## config.mk

```make
export PLATFORM = sky130hd
export DESIGN_NAME = mips_regfile_write_arbiter
export DESIGN_NICKNAME = d
export VERILOG_FILES = /design/src/rtl/mips_regfile_write_arbiter.sv
export SDC_FILE = /design/constraint.sdc
export NUM_CORES = 1
export LEC_CHECK = 0
export ABC_AREA = 1
export BUFFER_PORTS_ARGS = -buffer_cell sky130_fd_sc_hd__buf_2
export CAP_MARGIN = 25
export CORE_ASPECT_RATIO = 0.8
export CORE_UTILIZATION = 35
export CTS_CLUSTER_DIAMETER = 40
export DETAILED_ROUTE_END_ITERATION = 8
export SLEW_MARGIN = 20
export SYNTH_ARGS = -nofsm -noshare
export SYNTH_HDL_FRONTEND = slang
export SYNTH_SLANG_ARGS = --single-unit
```

## constraint.sdc

```tcl
create_clock -name clk -period 2.1 [get_ports clk]
set_input_delay 0.21 -clock clk [delete_from_list [all_inputs] [get_ports clk]]
set_output_delay 0.21 -clock clk [all_outputs]
set_load 0.02 [all_outputs]
```

## src/rtl/mips_regfile_write_arbiter.sv

```systemverilog
// Shares the register-file write port between ALU and load writeback through one-entry buffers.
// A grant in cycle N writes in cycle N+1; ready = buffer empty or granted, never dependent on valid.
module mips_regfile_write_arbiter #(
  parameter int DATA_W     = 32,
  parameter int ADDR_W     = 5,
  parameter int STARVE_MAX = 3
) (
  input  logic              clk,
  input  logic              rst_n,
  input  logic              alu_req_valid,
  output logic              alu_req_ready,
  input  logic [ADDR_W-1:0] alu_req_reg,
  input  logic [DATA_W-1:0] alu_req_data,
  input  logic              mem_req_valid,
  output logic              mem_req_ready,
  input  logic [ADDR_W-1:0] mem_req_reg,
  input  logic [DATA_W-1:0] mem_req_data,
  output logic              signal_reg_write,
  output logic [ADDR_W-1:0] write_reg,
  output logic [DATA_W-1:0] write_data,
  output logic              grant_src,
  output logic [31:0]       pending_mask
);

  typedef struct packed {
    logic [ADDR_W-1:0] rg;
    logic [DATA_W-1:0] dat;
  } entry_t;

  localparam int              CNT_W      = $clog2(STARVE_MAX + 1);
  localparam logic [CNT_W-1:0] STARVE_LIM = CNT_W'(STARVE_MAX);

  entry_t           alu_buf;
  entry_t           mem_buf;
  logic             alu_full;
  logic             mem_full;
  logic             alu_older;
  logic [CNT_W-1:0] starve_cnt;

  logic gnt_alu;
  logic gnt_mem;
  logic alu_acc;
  logic mem_acc;
  logic alu_load;
  logic mem_load;
  logic alu_keep;

  // Fixed priority to memory, except same-register ordering and the starvation guard.
  always_comb begin
    gnt_alu = 1'b0;
    gnt_mem = 1'b0;
    if (alu_full && mem_full) begin
      if (alu_buf.rg == mem_buf.rg) begin
        gnt_alu = alu_older;
      end else begin
        gnt_alu = (starve_cnt == STARVE_LIM);
      end
      gnt_mem = !gnt_alu;
    end else begin
      gnt_alu = alu_full;
      gnt_mem = mem_full;
    end
  end

  assign alu_req_ready = !alu_full || gnt_alu;
  assign mem_req_ready = !mem_full || gnt_mem;

  assign alu_acc  = alu_req_valid && alu_req_ready;
  assign mem_acc  = mem_req_valid && mem_req_ready;
  // Writes to $zero are consumed without occupying the buffer.
  assign alu_load = alu_acc && (alu_req_reg != '0);
  assign mem_load = mem_acc && (mem_req_reg != '0);
  assign alu_keep = alu_full && !gnt_alu;

  always_comb begin
    pending_mask = '0;
    if (alu_full) pending_mask[alu_buf.rg] = 1'b1;
    if (mem_full) pending_mask[mem_buf.rg] = 1'b1;
  end

  always_ff @(posedge clk or negedge rst_n) begin
    if (!rst_n) begin
      alu_full <= 1'b0;
      alu_buf  <= '0;
    end else if (alu_load) begin
      alu_full <= 1'b1;
      alu_buf  <= '{rg: alu_req_reg, dat: alu_req_data};
    end else if (alu_acc || gnt_alu) begin
      alu_full <= 1'b0;
    end
  end

  always_ff @(posedge clk or negedge rst_n) begin
    if (!rst_n) begin
      mem_full <= 1'b0;
      mem_buf  <= '0;
    end else if (mem_load) begin
      mem_full <= 1'b1;
      mem_buf  <= '{rg: mem_req_reg, dat: mem_req_data};
    end else if (mem_acc || gnt_mem) begin
      mem_full <= 1'b0;
    end
  end

  // ALU is older only if its entry survives this edge while memory loads a new one.
  always_ff @(posedge clk or negedge rst_n) begin
    if (!rst_n) begin
      alu_older  <= 1'b0;
      starve_cnt <= '0;
    end else begin
      alu_older <= alu_keep && (alu_older || mem_load);
      if (!alu_full || gnt_alu) begin
        starve_cnt <= '0;
      end else if (gnt_mem && (starve_cnt != STARVE_LIM)) begin
        starve_cnt <= starve_cnt + 1'b1;
      end
    end
  end

  always_ff @(posedge clk or negedge rst_n) begin
    if (!rst_n) begin
      signal_reg_write <= 1'b0;
      write_reg        <= '0;
      write_data       <= '0;
      grant_src        <= 1'b0;
    end else begin
      signal_reg_write <= gnt_alu || gnt_mem;
      if (gnt_alu) begin
        write_reg  <= alu_buf.rg;
        write_data <= alu_buf.dat;
        grant_src  <= 1'b0;
      end else if (gnt_mem) begin
        write_reg  <= mem_buf.rg;
        write_data <= mem_buf.dat;
        grant_src  <= 1'b1;
      end
    end
  end

endmodule
```

### Word level (Yosys, flattened, before mapping)

Cells that the tools add are included.

| storage, ports and cells | value |
|---|---|
| register bits after elaboration | 118 |
| output and inout bits | 73 |

| operators by class | value |
|---|---|
| equal/unequal tests | 3 |
| reduce and logical (&&, ||, !) cells | 26 |
| add/sub/neg operators | 1 |
| multiplexer cells | 22 |
| bitwise logic cells | 1 |
| $lt $le $gt $ge | 4 |

Operators with widths:

| operator | number |
|---|---|
| 32-bit two-way mux | 4 |
| 32-bit bitwise OR | 1 |
| 5-bit by 6-bit less-than comparator with 1-bit output, second input constant | 2 |
| 1-bit two-way mux | 12 |
| 1-bit demux with 5-bit select | 2 |
| 5-bit by 1-bit greater-or-equal comparator with 1-bit output, second input constant | 2 |
| 1-bit logical AND | 10 |
| 5-bit two-way mux | 2 |
| 5-bit nonzero test | 2 |
| 2-bit nonzero test | 4 |
| 1-bit logical OR | 6 |
| 5-bit == test | 1 |
| 1-bit zero test | 4 |
| 2-bit two-way mux | 2 |
| 2-bit by 1-bit adder with 2-bit output, second input constant | 1 |
| 2-bit == test, second input constant | 1 |
| 2-bit != test, second input constant | 1 |

### Longest topological paths before layout

Gate-level depths: netlist of run 1.

| depth | value |
|---|---|
| word-level depth | 10 |
| gate-level depth with buffers | 14 |
| gate-level depth less buffers | 11 |

### Least setup slack after synthesis of run 1

No wires, ideal clock.

| path | value |
|---|---|
| path type | reg2reg |
| from | register alu_buf[34] (netlist name) |
| to | register alu_buf[32] (netlist name) |
| stages on the path, launching flop included | 15 |
| slack | 0.506 ns |
| buffers on the path | 3 |
| data arrival time | 1.477 ns |
| required time | 1.983 ns |
| cells stage by stage | dfrtp_1 -> buf_2 -> inv_2 -> nand2_1 -> nand2_1 -> nor2_1 -> nand3_1 -> nand2_1 -> nand2_1 -> nand2_2 -> nand3_2 -> buf_6 -> buf_6 -> nand2_1 -> nand2_1 |

| between the ends | value |
|---|---|
| longest elaborated chain between the ends | 7 |

RTL lines:

| item | RTL line | source |
|---|---|---|
| start, declared | 33 | `entry_t alu_buf;` |
| start signal, assigned | 87 | `alu_buf <= '{rg: alu_req_reg, dat: alu_req_data};` |
| 5-bit == test | 53 | `if (alu_buf.rg == mem_buf.rg) begin` |
| 1-bit two-way mux | 53 |  |
| 1-bit two-way mux (2 in a row) | 52 | `if (alu_full && mem_full) begin` |
| 1-bit logical OR | 65 | `assign alu_req_ready = !alu_full \|\| gnt_alu;` |
| 1-bit logical AND | 68 | `assign alu_acc = alu_req_valid && alu_req_ready;` |
| 1-bit logical AND | 71 | `assign alu_load = alu_acc && (alu_req_reg != '0);` |

Every way passes these cells. The select of a mux whose other input is x is not followed.
A chain may end at the register's enable or synchronous reset.

### Worst setup path after layout of run 1

| path | value |
|---|---|
| from | register alu_buf[35] (netlist name) |
| to | output port alu_req_ready |

| between the ends | value |
|---|---|
| longest elaborated chain between the ends | 5 |

RTL lines:

| item | RTL line | source |
|---|---|---|
| 5-bit == test | 53 |  |
| 1-bit two-way mux | 53 |  |
| 1-bit two-way mux (2 in a row) | 52 |  |
| 1-bit logical OR | 65 |  |
| end, declared | 11 | `output logic alu_req_ready,` |

Every way passes these cells. The select of a mux whose other input is x is not followed.

==> out/results.tsv, run 1 <==
stage	metric	value	unit
cells_and_area	Layout Area Growth over Synthesis	31.6	%
clock_tree	root buffer cell	clkbuf_16	
placed_design	Placed Instances	1030	
synth	Synth Area per Inst	8.07	um2
placed_design	routability cong.	0.819	
grt	largest net degree at the start of global routing	61	
grt	vias in the first global route	4941	
placed_design	dpl ws	177	ps
timing	final worst-path cycle share	97.2	%
synth	Synth Area in Adders	0.225	%
pwr	Logic pwr share	27.3	%
cells_and_area	Final Non-Filler Cells	1073	
synth	Post-synth EDFFs	0	
worst_hold_path	hold path start	mem_req_data[4]	
synth	top cells by area, synth	dfrtp_1 53%, nand2_1 19%, nand3_1 8.3%	
cells_and_area	share of layout cells above drive strength 1	29.0	%
grt	global-route wire length before repair	26.6	mm
cells_and_area	Final Core Density	47.9	%
synth	main combinational cell family by area after synthesis	simple AND/OR/NAND/NOR gates	
worst_hold_path	HP Class	primary input to register	
worst_hold_path	hold-critical path depth	3	
cells_and_area	fin nets	929	
pwr	Flop pwr share	38.5	%
synth	Yosys cell types	20	
synth	mux share of post-synthesis cell area	0	%
clock_tree	CTS tree	yes	
critical_path	reg-to-reg critical path startpoint	alu_buf[35]	
synth	commonest cells in the netlist	276 x nand2_1, 118 x dfrtp_1, 92 x nand3_1	
timing	RSZ-0062 raised after global routing	true	
drt	DR iter-0 viols	356	
synth	XOR/XNOR Fraction of Synth Area	0.315	%
cells_and_area	Largest regs	alu_buf (37), mem_buf (37), write_data (32)	
synth	Mapped Area	5550	um2
pwr	Clock power frac	34.3	%
cells_and_area	# diodes	0	
grt	initial antenna violation count	2	
timing	Slew @ Worst Pin	514	ps
synth	YS warnings	0	
critical_path	Worst Path Arrival	1830	ps
floorplan	DIE AREA	16400	um2
timing	hold slack	54.2	ps
critical_path	worst-path cell chain	inv_2, nand2_1, nand2_1, nor2_1, nand4_1, nand2_1, nand2_4, buf_2	
drt	drt via density	5.02	
critical_path	critical path capture point type	primary output	
floorplan	I/O Pins	151	
clock_tree	cts bufs inserted	17	
pwr	switching share of power	35.1	%
clock_tree	Worst-Skew Late Latency	410	ps
synth	#FFs+latches synth	118	
floorplan	Core Rows	40	
grt	GRT Total Usage	21.2	%
placed_design	PortBufs	150	
pwr	Pwr Total	8.17	mW
floorplan	Die Y	115	um
synth	Main synth FF type	dfrtp_1	
run	Max-Cap Viols	0	
pwr	Switch Pwr	2.87	mW
timing	Final min period	2040	ps
floorplan	initial core utilization	36.4	%
drt	DRC	0	
drt	WL/cell	15.8	um
pwr	pwr dens	1120	nW/um2
drt	routed via count	5390	
synth	simple-gate share of the synthesized area	37.3	%
drt	1st-pass router iterations	5	
drt	DRT Wirelength	16.9	mm
drt	antenna viol nets, final	0	
clock_tree	H-tree levels	4	
cells_and_area	Filler Cell Count	1509	
floorplan	core area	15300	um2
critical_path	slowest stage cell on the critical path	dfrtp_1	
synth	Synth Net Count	767	
critical_path	CP max stage delay	420	ps
pwr	P_leak	3.79	nW
outcome	status	completed	
grt	total grt overflow	0	
critical_path	Worst Path Required	1890	ps
timing	fmax	0.490	GHz
timing	Setup Viol. Count Final	0	
synth	Post-Syn Instances	688	
synth	sequential area share after synthesis	53.2	%
placed_design	HPWL after DPL	11.5	mm
critical_path	most frequent CP cell	nand2_1	
critical_path	reg2reg setup slack	110	ps
critical_path	WS Path Type	register to primary output	
floorplan	Die W	143	um
critical_path	Setup crit start kind	register	
timing	Hold Vio Cnt, Final	0	
synth	compound-gate portion of the synthesized area	3.06	%
synth	most frequent cell after synthesis	nand2_1	
timing	Slew headroom	65.7	%
clock_tree	CTS clock-pin slew for the worst setup and hold paths	60	ps
pwr	Max rail drop VDD	0.526	mV
timing	skew final	9.68	ps
timing	final worst slack	58.6	ps
synth	Synth top area share	53.2	%
critical_path	CP Launch Point	alu_buf[35]	
synth	ys async rst share	100	%
critical_path	r2r worst-path depth	12	
critical_path	Max FO, Critical Path	8	
clock_tree	Clock Path Buffers	2	
synth	post-synth top area cell	dfrtp_1	
pwr	internal power	5.31	mW
timing	Slew Viols, Final	0	
clock_tree	CTS sink cnt	118	
-- cell type report --
| class | count | area, um2 | share of cell area, % |
|---|---|---|---|
| flip-flops and latches | 118 | 2960 | 40.5 |
| multi-input cells | 503 | 2340 | 32.0 |
| repair buffers | 194 | 1100 | 15.1 |
| clock buffers | 22 | 484 | 6.63 |
| well taps | 210 | 263 | 3.60 |
| clock inverters | 10 | 97.6 | 1.34 |
| inverters | 16 | 60.1 | 0.822 |
-- through the flow --
stage | cell area, um2 | TNS, ps
after CTS | 7180 | 0
after floorplan | 5550 | 0
after detailed placement | 6580 | 0
after global routing | 7310 | -266
after global placement | 6580 | 0
final | 7310 | 0
-- metal layers --
| layer | vias up | part of all wire, % | global-route usage [%] |
|---|---|---|---|
| met4 | 4 | 0.45 | 4.30 |
| met5 | - | 0.14 | 0 |
| met1 | 2564 | 49 | 31.4 |
| met2 | 167 | 45 | 31.4 |
| met3 | 12 | 5.6 | 5.06 |
| li1 | 2643 | - | - |
-- logic make-up (layout without fill, tap and decap cells) --
group                    Yosys count  in the layout
AND/OR/NAND/NOR                  466            466
flip-flops                       118            118
buffers and inverters             67            242
AO/OA/AOI/OAI                     34             34
XOR/XNOR                           2              2
adder cells (fa/ha/maj)            1              1
-- worst paths after layout --
| check | end |
|---|---|
| max | alu_req_ready |
| min reg2reg | alu_buf[6] |
| max reg2reg | alu_buf[12] |
| min in group asynchronous | signal_reg_write |
| max in group asynchronous | alu_buf[16] |
| min | mem_buf[4] |
-- timing repair --
action	in CTS	in global routing
endpoints found under the setup margin	2	19
setup buffers	0	10
pin swaps	0	3
resized for setup	7	11
hold endpoints to repair	29	0
hold buffers	1	0
-- critical path: cells and delay by family, from the launching register on --
| family | cells | cell delay, ps |
|---|---|---|
| AND/OR/NAND/NOR | 6 | 740 |
| flip-flops | 1 | 420 |
| buffers and inverters | 2 | 270 |
-- cell usage in the layout, fill, tap and decap left out --
master         count
inv_2              5
nand3_4            1
nand2_4            1
buf_2            148
dlygate4sd3_1      1
o21ai_0           32
a21oi_1            2
clkbuf_8           4
xnor2_1            1
nor2_4             1
inv_1             11
nand2_2            2
nor2_1             7
nand2_1          275
buf_4             43
clkinv_2           1
buf_12             1
clkinv_4           2
clkbuf_1           1
clkinvlp_4         6
nand3_2            2
buf_6              1
nor3_2             5
nand4_1           73
dfrtp_1          111
ha_1               1
xor2_1             1
bufinv_16          1
clkbuf_16         17
nor2_2             2
dfrtp_2            7
nand3_1           90
nor3_1             7
-- power groups by stage --
stage	registers [mW]	logic (mW)	clock network [mW]
after CTS	3.15	2.18	2.84
final	3.15	2.23	2.80
after global routing	3.21	2.47	2.95
after floorplan	3.41	1.07	0
after global placement	3.17	2.14	0
after detailed placement	3.17	2.17	0
No activity file was read; power rests on OpenSTA's default activity.
==> inputs of run 2 (changes only) <==
--- a/config.mk
+++ b/config.mk
@@ -7,11 +7,12 @@
 export LEC_CHECK = 0
 export ABC_AREA = 1
 export BUFFER_PORTS_ARGS = -buffer_cell sky130_fd_sc_hd__buf_2
-export CAP_MARGIN = 25
+export CAP_MARGIN = 30
 export CORE_ASPECT_RATIO = 0.8
 export CORE_UTILIZATION = 35
 export CTS_CLUSTER_DIAMETER = 40
 export DETAILED_ROUTE_END_ITERATION = 8
+export REMOVE_ABC_BUFFERS = 1
 export SLEW_MARGIN = 20
 export SYNTH_ARGS = -nofsm -noshare
 export SYNTH_HDL_FRONTEND = slang
==> constraint.sdc (replaced) <==
create_clock -name clk -period 1.9 [get_ports clk]
set_input_delay 0.19 -clock clk [delete_from_list [all_inputs] [get_ports clk]]
set_output_delay 0.19 -clock clk [all_outputs]
set_load 0.02 [all_outputs]
==> out/results.tsv, run 2 (synthesis results as in run 1) <==
stage	metric	value	unit	change
critical_path	reg-to-reg critical path startpoint	alu_buf[36]		was alu_buf[35]
floorplan	I/O Pins	151		unchanged
outcome	status	finished with violations		was completed
timing	Hold Vio Cnt, Final	0		unchanged
clock_tree	Clock Path Buffers	2		unchanged
cells_and_area	Final Core Density	51.9	%	was 47.9%
placed_design	HPWL after DPL	11.5	mm	about the same
cells_and_area	Storage cell area	2960	um2	about the same
drt	routed via count	5614		was 5,390
critical_path	Worst Path Required	1710	ps	was 1890 ps
floorplan	Die W	143	um	unchanged
timing	Slew headroom	71.4	%	was 65.7%
floorplan	core area	15300	um2	unchanged
cells_and_area	fin nets	946		was 929
placed_design	dpl ws	98.9	ps	was 177 ps
floorplan	DIE AREA	16400	um2	unchanged
timing	Setup Viol. Count Final	6		was 0
grt	initial antenna violation count	0		was 2
grt	global-route wire length before repair	28.5	mm	was 26.6 mm
cells_and_area	Final Non-Filler Cells	1090		was 1,073
critical_path	Max FO, Critical Path	2		was 8
cells_and_area	Largest regs	alu_buf (37), mem_buf (37), write_data (32)		unchanged
worst_hold_path	hold path start	mem_req_data[20]		was mem_req_data[4]
placed_design	Placed Instances	1034		was 1,030
critical_path	critical path capture point type	primary output		unchanged
timing	Slew @ Worst Pin	429	ps	was 514 ps
cells_and_area	commonest non-fill, non-tap cell in the layout	nand2_1		unchanged
timing	aggregate negative setup slack	-246	ps	was 0 ps
worst_hold_path	HP Class	primary input to register		unchanged
cells_and_area	Layout Area Growth over Synthesis	42.7	%	was 31.6%
timing	RSZ-0062 raised after global routing	true		unchanged
critical_path	Setup crit start kind	register		unchanged
floorplan	Core Rows	40		unchanged
drt	DRC	0		unchanged
cells_and_area	# diodes	0		unchanged
grt	vias in the first global route	5280		was 4,941
cells_and_area	share of layout cells above drive strength 1	32.6	%	was 29.0%
critical_path	WS Path Type	register to primary output		unchanged
grt	largest net degree at the start of global routing	46		was 61
drt	DRT Wirelength	18.4	mm	was 16.9 mm
clock_tree	root buffer cell	clkbuf_16		unchanged
placed_design	PortBufs	150		unchanged
cells_and_area	Filler Cell Count	1462		was 1,509
floorplan	Die Y	115	um	unchanged
drt	DR iter-0 viols	382		was 356
outcome	failing checks	negative setup slack		
grt	GRT Total Usage	23.1	%	was 21.2%
run	Max-Cap Viols	0		unchanged
drt	drt via density	5.15		was 5.02
critical_path	worst-path cell chain	buf_4, xnor2_4, nand3_1, nand2_2, nand2_2, nand2_4, buf_8, buf_6		was inv_2, nand2_1, nand2_1, nor2_1, nand4_1, nand2_1, nand2_4, buf_2
drt	antenna viol nets, final	0		unchanged
timing	fmax	0.500	GHz	
clock_tree	CTS sink cnt	118		unchanged
clock_tree	cts bufs inserted	17		unchanged
critical_path	most frequent CP cell	nand2_2		was nand2_1
critical_path	Worst Path Arrival	1810	ps	was 1830 ps
drt	1st-pass router iterations	5		unchanged
pwr	pwr dens	1230	nW/um2	was 1120 nW/um2
critical_path	CP Launch Point	alu_buf[36]		was alu_buf[35]
pwr	P_leak	4.03	nW	was 3.79 nW
clock_tree	Worst-Skew Late Latency	420	ps	was 410 ps
cells_and_area	commonest cells after routing, fill and taps aside	272 x nand2_1, 124 x buf_2, 113 x dfrtp_1		was 275 x nand2_1, 148 x buf_2, 111 x dfrtp_1
pwr	Max rail drop VDD	0.733	mV	was 0.526 mV
cells_and_area	area of the multi-input gates	2500	um2	was 2340 um2
pwr	Pwr Total	9.78	mW	was 8.17 mW
timing	Final min period	2000	ps	
clock_tree	CTS tree	yes		unchanged
drt	WL/cell	16.9	um	was 15.8 um
timing	skew final	19.5	ps	was 9.68 ps
timing	Slew Viols, Final	0		unchanged
timing	final worst-path cycle share	105	%	
floorplan	initial core utilization	36.4	%	unchanged
clock_tree	H-tree levels	4		unchanged
grt	total grt overflow	0		unchanged
critical_path	CP max stage delay	400	ps	was 420 ps
placed_design	routability cong.	0.800		was 0.819
timing	final worst slack	-98.0	ps	was 58.6 ps
clock_tree	CTS clock-pin slew for the worst setup and hold paths	60	ps	about the same
critical_path	slowest stage cell on the critical path	dfrtp_1		unchanged
-- run 2: cell types whose count changed in the layout (fill, tap and decap cells not counted), moves of 5 or more --
cell,change
o21ai_1,+24
nand3_1,-7
buf_4,+22
buf_12,+9
nor3_4,+7
nor3_1,-5
buf_2,-24
o21ai_0,-25
-- run 2: final timing paths --
kind | end | slack (ps) | cells past startpoint
max in group asynchronous | alu_buf[9] | 1020 | 3
setup reg to reg | mem_buf[12] | 10 | 10
setup / recovery | alu_req_ready | -100 | 8
min in group asynchronous | mem_buf[18] | 260 | 2
hold reg to reg | mem_buf[20] | 470 | 2
hold / removal | mem_buf[20] | 20 | 3
-- run 2: layout make-up --
cell class                 instances  share of cell area (%)
sequential                       118                    37.3
multi-input combinational        503                    31.6
timing repair buffer             211                    19.0
clock buffer                      18                    5.42
tap                              210                    3.32
clock inverter                    14                    2.53
inverter                          16                   0.805
-- run 2: power by group --
group | switching, mW | internal (mW)
combinational | 1.79 | 1.08
sequential | 0.375 | 3.09
clock | 1.23 | 2.21
-- run 2: routing by layer --
| metal | vias up | track usage [%] | share of wire, % |
|---|---|---|---|
| met4 | 0 | 5.95 | 0.88 |
| met1 | 2637 | 34.4 | 46 |
| met3 | 17 | 5.02 | 8.5 |
| li1 | 2684 | - | - |
| met2 | 276 | 33.5 | 44 |
| met5 | - | 0 | 0 |
-- run 2: timing repair --
action                     4_1_cts  5_1_grt
pin swaps                        7       24
buffers inserted                13        7
hold buffers                     1        0
hold endpoints to repair        28        0
gates cloned                     1        2
setup endpoints to repair       30      133
gates resized for setup         20       98
-- run 2: metrics by stage --
stage                     hold slack [ps]  cell area [um2]
final                                17.5             7920
after CTS                            15.4             7540
after global routing                 18.9             7920
after floorplan                      -106             5290
after detailed placement              158             6690
after global placement                157             6690
-- run 2: worst max-delay path, delay by kind of cell, from the launching register on --
| kind | cells | cell delay (ps) |
|---|---|---|
| xor gates and xnor gates | 1 | 180 |
| and+or+nand+nor | 4 | 430 |
| DFF | 1 | 400 |
| buffers and inverters | 3 | 380 |
==> inputs of run 3 (changes only) <==
--- a/config.mk
+++ b/config.mk
@@ -12,6 +12,7 @@
 export CORE_UTILIZATION = 35
 export CTS_CLUSTER_DIAMETER = 40
 export DETAILED_ROUTE_END_ITERATION = 8
+export GPL_TIMING_DRIVEN = 0
 export REMOVE_ABC_BUFFERS = 1
 export SLEW_MARGIN = 20
 export SYNTH_ARGS = -nofsm -noshare
==> out/results.tsv, run 3 (synthesis results as in run 1) <==
stage	metric	value	unit	change
critical_path	WS Path Type	register to primary output		unchanged
drt	DRT Wirelength	20.3	mm	was 18.4 mm
timing	RSZ-0062 raised after global routing	true		unchanged
cells_and_area	Largest regs	alu_buf (37), mem_buf (37), write_data (32)		unchanged
grt	largest net degree at the start of global routing	71		was 46
clock_tree	cts bufs inserted	17		unchanged
cells_and_area	commonest cells after routing, fill and taps aside	264 x nand2_1, 144 x buf_2, 107 x dfrtp_1		was 272 x nand2_1, 124 x buf_2, 113 x dfrtp_1
critical_path	Setup crit start kind	register		unchanged
placed_design	routability cong.	0.817		was 0.800
pwr	Switch Pwr	3.48	mW	was 3.40 mW
timing	final worst slack	-137	ps	was -98.0 ps
clock_tree	CTS clock-pin slew for the worst setup and hold paths	50	ps	was 60 ps
grt	initial antenna violation count	3		was 0
grt	total grt overflow	0		unchanged
timing	final worst-path cycle share	107	%	was 105%
floorplan	DIE AREA	16400	um2	unchanged
timing	Slew headroom	36.7	%	was 71.4%
cells_and_area	Filler Cell Count	1432		was 1,462
cells_and_area	fin nets	942		was 946
grt	global-route wire length before repair	28.5	mm	about the same
pwr	internal power	5.95	mW	was 6.38 mW
critical_path	worst-path cell chain	inv_2, nand2_1, nand2_1, nor2_2, nand4_1, nand2_4, nand2_8, buf_6		was buf_4, xnor2_4, nand3_1, nand2_2, nand2_2, nand2_4, buf_8, buf_6
run	Max-Cap Viols	0		unchanged
grt	GRT Total Usage	23.4	%	was 23.1%
cells_and_area	commonest non-fill, non-tap cell in the layout	nand2_1		unchanged
floorplan	I/O Pins	151		unchanged
clock_tree	Worst-Skew Late Latency	410	ps	was 420 ps
timing	Hold Vio Cnt, Final	0		unchanged
clock_tree	H-tree levels	4		unchanged
critical_path	slowest stage cell on the critical path	dfrtp_2		was dfrtp_1
timing	aggregate negative setup slack	-7300	ps	was -246 ps
outcome	status	finished with violations		unchanged
critical_path	most frequent CP cell	nand2_1		was nand2_2
cells_and_area	share of layout cells above drive strength 1	33.1	%	was 32.6%
critical_path	Worst Path Required	1710	ps	about the same
clock_tree	CTS sink cnt	118		unchanged
drt	drt via density	5.26		was 5.15
pwr	pwr dens	1180	nW/um2	was 1230 nW/um2
pwr	switching share of power	36.9	%	was 34.8%
placed_design	Placed Area	6550	um2	was 6690 um2
cells_and_area	Layout Area Growth over Synthesis	43.5	%	was 42.7%
pwr	Flop pwr share	36.9	%	was 35.5%
drt	1st-pass router iterations	5		unchanged
timing	Setup Viol. Count Final	103		was 6
floorplan	Core Rows	40		unchanged
floorplan	Die Y	115	um	unchanged
grt	vias in the first global route	5147		was 5,280
critical_path	Top delay family on crit path	simple AND/OR/NAND/NOR gates		unchanged
cells_and_area	# diodes	0		unchanged
drt	DRC	0		unchanged
timing	Slew Viols, Final	0		unchanged
pwr	P_leak	4.05	nW	was 4.03 nW
drt	WL/cell	18.8	um	was 16.9 um
placed_design	PortBufs	150		unchanged
floorplan	core area	15300	um2	unchanged
critical_path	Max FO, Critical Path	6		was 2
drt	antenna viol nets, final	0		unchanged
timing	Final min period	2040	ps	was 2000 ps
clock_tree	CTS tree	yes		unchanged
drt	routed via count	5704		was 5,614
pwr	Max rail drop VDD	0.614	mV	was 0.733 mV
clock_tree	root buffer cell	clkbuf_16		unchanged
floorplan	initial core utilization	36.4	%	unchanged
timing	Slew @ Worst Pin	949	ps	was 429 ps
outcome	failing checks	negative setup slack		unchanged
cells_and_area	cell area after layout	7970	um2	was 7920 um2
floorplan	Die W	143	um	unchanged
critical_path	CP Buf/Inv Count	2		was 3
pwr	Logic pwr share	33.6	%	was 29.4%
placed_design	HPWL after DPL	10.5	mm	was 11.5 mm
pwr	Clock power frac	29.5	%	was 35.2%
worst_hold_path	HP Class	primary input to register		unchanged
timing	fmax	0.491	GHz	was 0.500 GHz
clock_tree	Clock Path Buffers	2		unchanged
critical_path	CP max stage delay	420	ps	was 400 ps
drt	DR iter-0 viols	389		was 382
critical_path	Worst Path Arrival	1850	ps	was 1810 ps
critical_path	critical path capture point type	primary output		unchanged
timing	skew final	6.89	ps	was 19.5 ps
## run 3: cell types whose count changed in the layout (fill, tap and decap cells not counted), sizes merged
cell      previous run  this run
buf                207       195
bufinv               4         0
clkbuf              20        26
clkinv               5         6
clkinvlp             4         5
inv                 17        15
nand2              278       282
## run 3: layout make-up
cell class / instances / area [um2] / area share (%)
sequential: 118 / 2970 / 37.3
timing repair buffer: 203 / 1570 / 19.6
clock buffer: 20 / 447 / 5.61
inverter: 16 / 66.3 / 0.832
clock inverter: 10 / 60.1 / 0.754
multi-input combinational: 507 / 2600 / 32.6
tap: 210 / 263 / 3.30
## run 3: path summary, 6_finish.rpt
check / slack [ps] / cells after the start / start / endpoint
max in group asynchronous: 790 / 3 / rst_n / alu_buf[33]
hold reg to reg: 470 / 2 / mem_buf[1] / mem_buf[1]
min in group asynchronous: 370 / 2 / rst_n / alu_buf[18]
setup reg to reg: -130 / 11 / mem_buf[33] / alu_full
setup / recovery: -140 / 8 / mem_buf[33] / alu_req_ready
hold / removal: 30 / 3 / alu_req_data[3] / alu_buf[3]
## run 3: per-layer routing
layer	GRT usage [%]	part of all wire [%]	wire, um	vias to the layer above
met5	0	0.064	13	-
met4	5.66	1.1	229	2
met1	33.4	47	9560	2741
li1	-	-	-	2685
met2	35.2	44	8930	256
met3	5.86	7.8	1590	20
## run 3: worst reg2reg max path: stages (launching register included)
cell and delay, ps:
dfrtp_2 420, inv_2 60, nand2_1 70, nand2_1 60, nor2_2 140, nand4_1 240, nand2_4 190, nand2_8 90
buf_6 160, nand3_4 200, clkbuf_16 220, nand2_1 60
## run 3: timing repair
action                                  CTS  global route
pin swaps                                10            12
hold buffers                              1             0
gates cloned                              2            12
endpoints found under the setup margin  150           145
endpoints found under the hold margin    69             0
gates resized for setup                  38            49
setup buffers                            24            10
## run 3: through the flow
stage	total power, mW	setup slack (ps)	hold slack, ps	util, %	instances
5_1_grt	9.93	-209	24.0	52.2	1084
6_report	9.43	-137	32.9	52.2	1084
2_1_floorplan	4.82	-1400	-106	-	637
4_1_cts	8.96	-80.3	19.6	49.0	1062
3_3_place_gp	5.74	-3370	444	41.3	997
3_5_place_dp	5.89	-836	254	42.9	1005
## run 3: power by group through the flow
stage | Combinational [mW] | Sequential [mW] | Clock, mW
4_1_cts | 2.67 | 3.47 | 2.83
6_report | 3.16 | 3.48 | 2.79
2_1_floorplan | 0.992 | 3.83 | 0
3_5_place_dp | 2.36 | 3.53 | 0
3_3_place_gp | 2.17 | 3.57 | 0
5_1_grt | 3.42 | 3.55 | 2.95
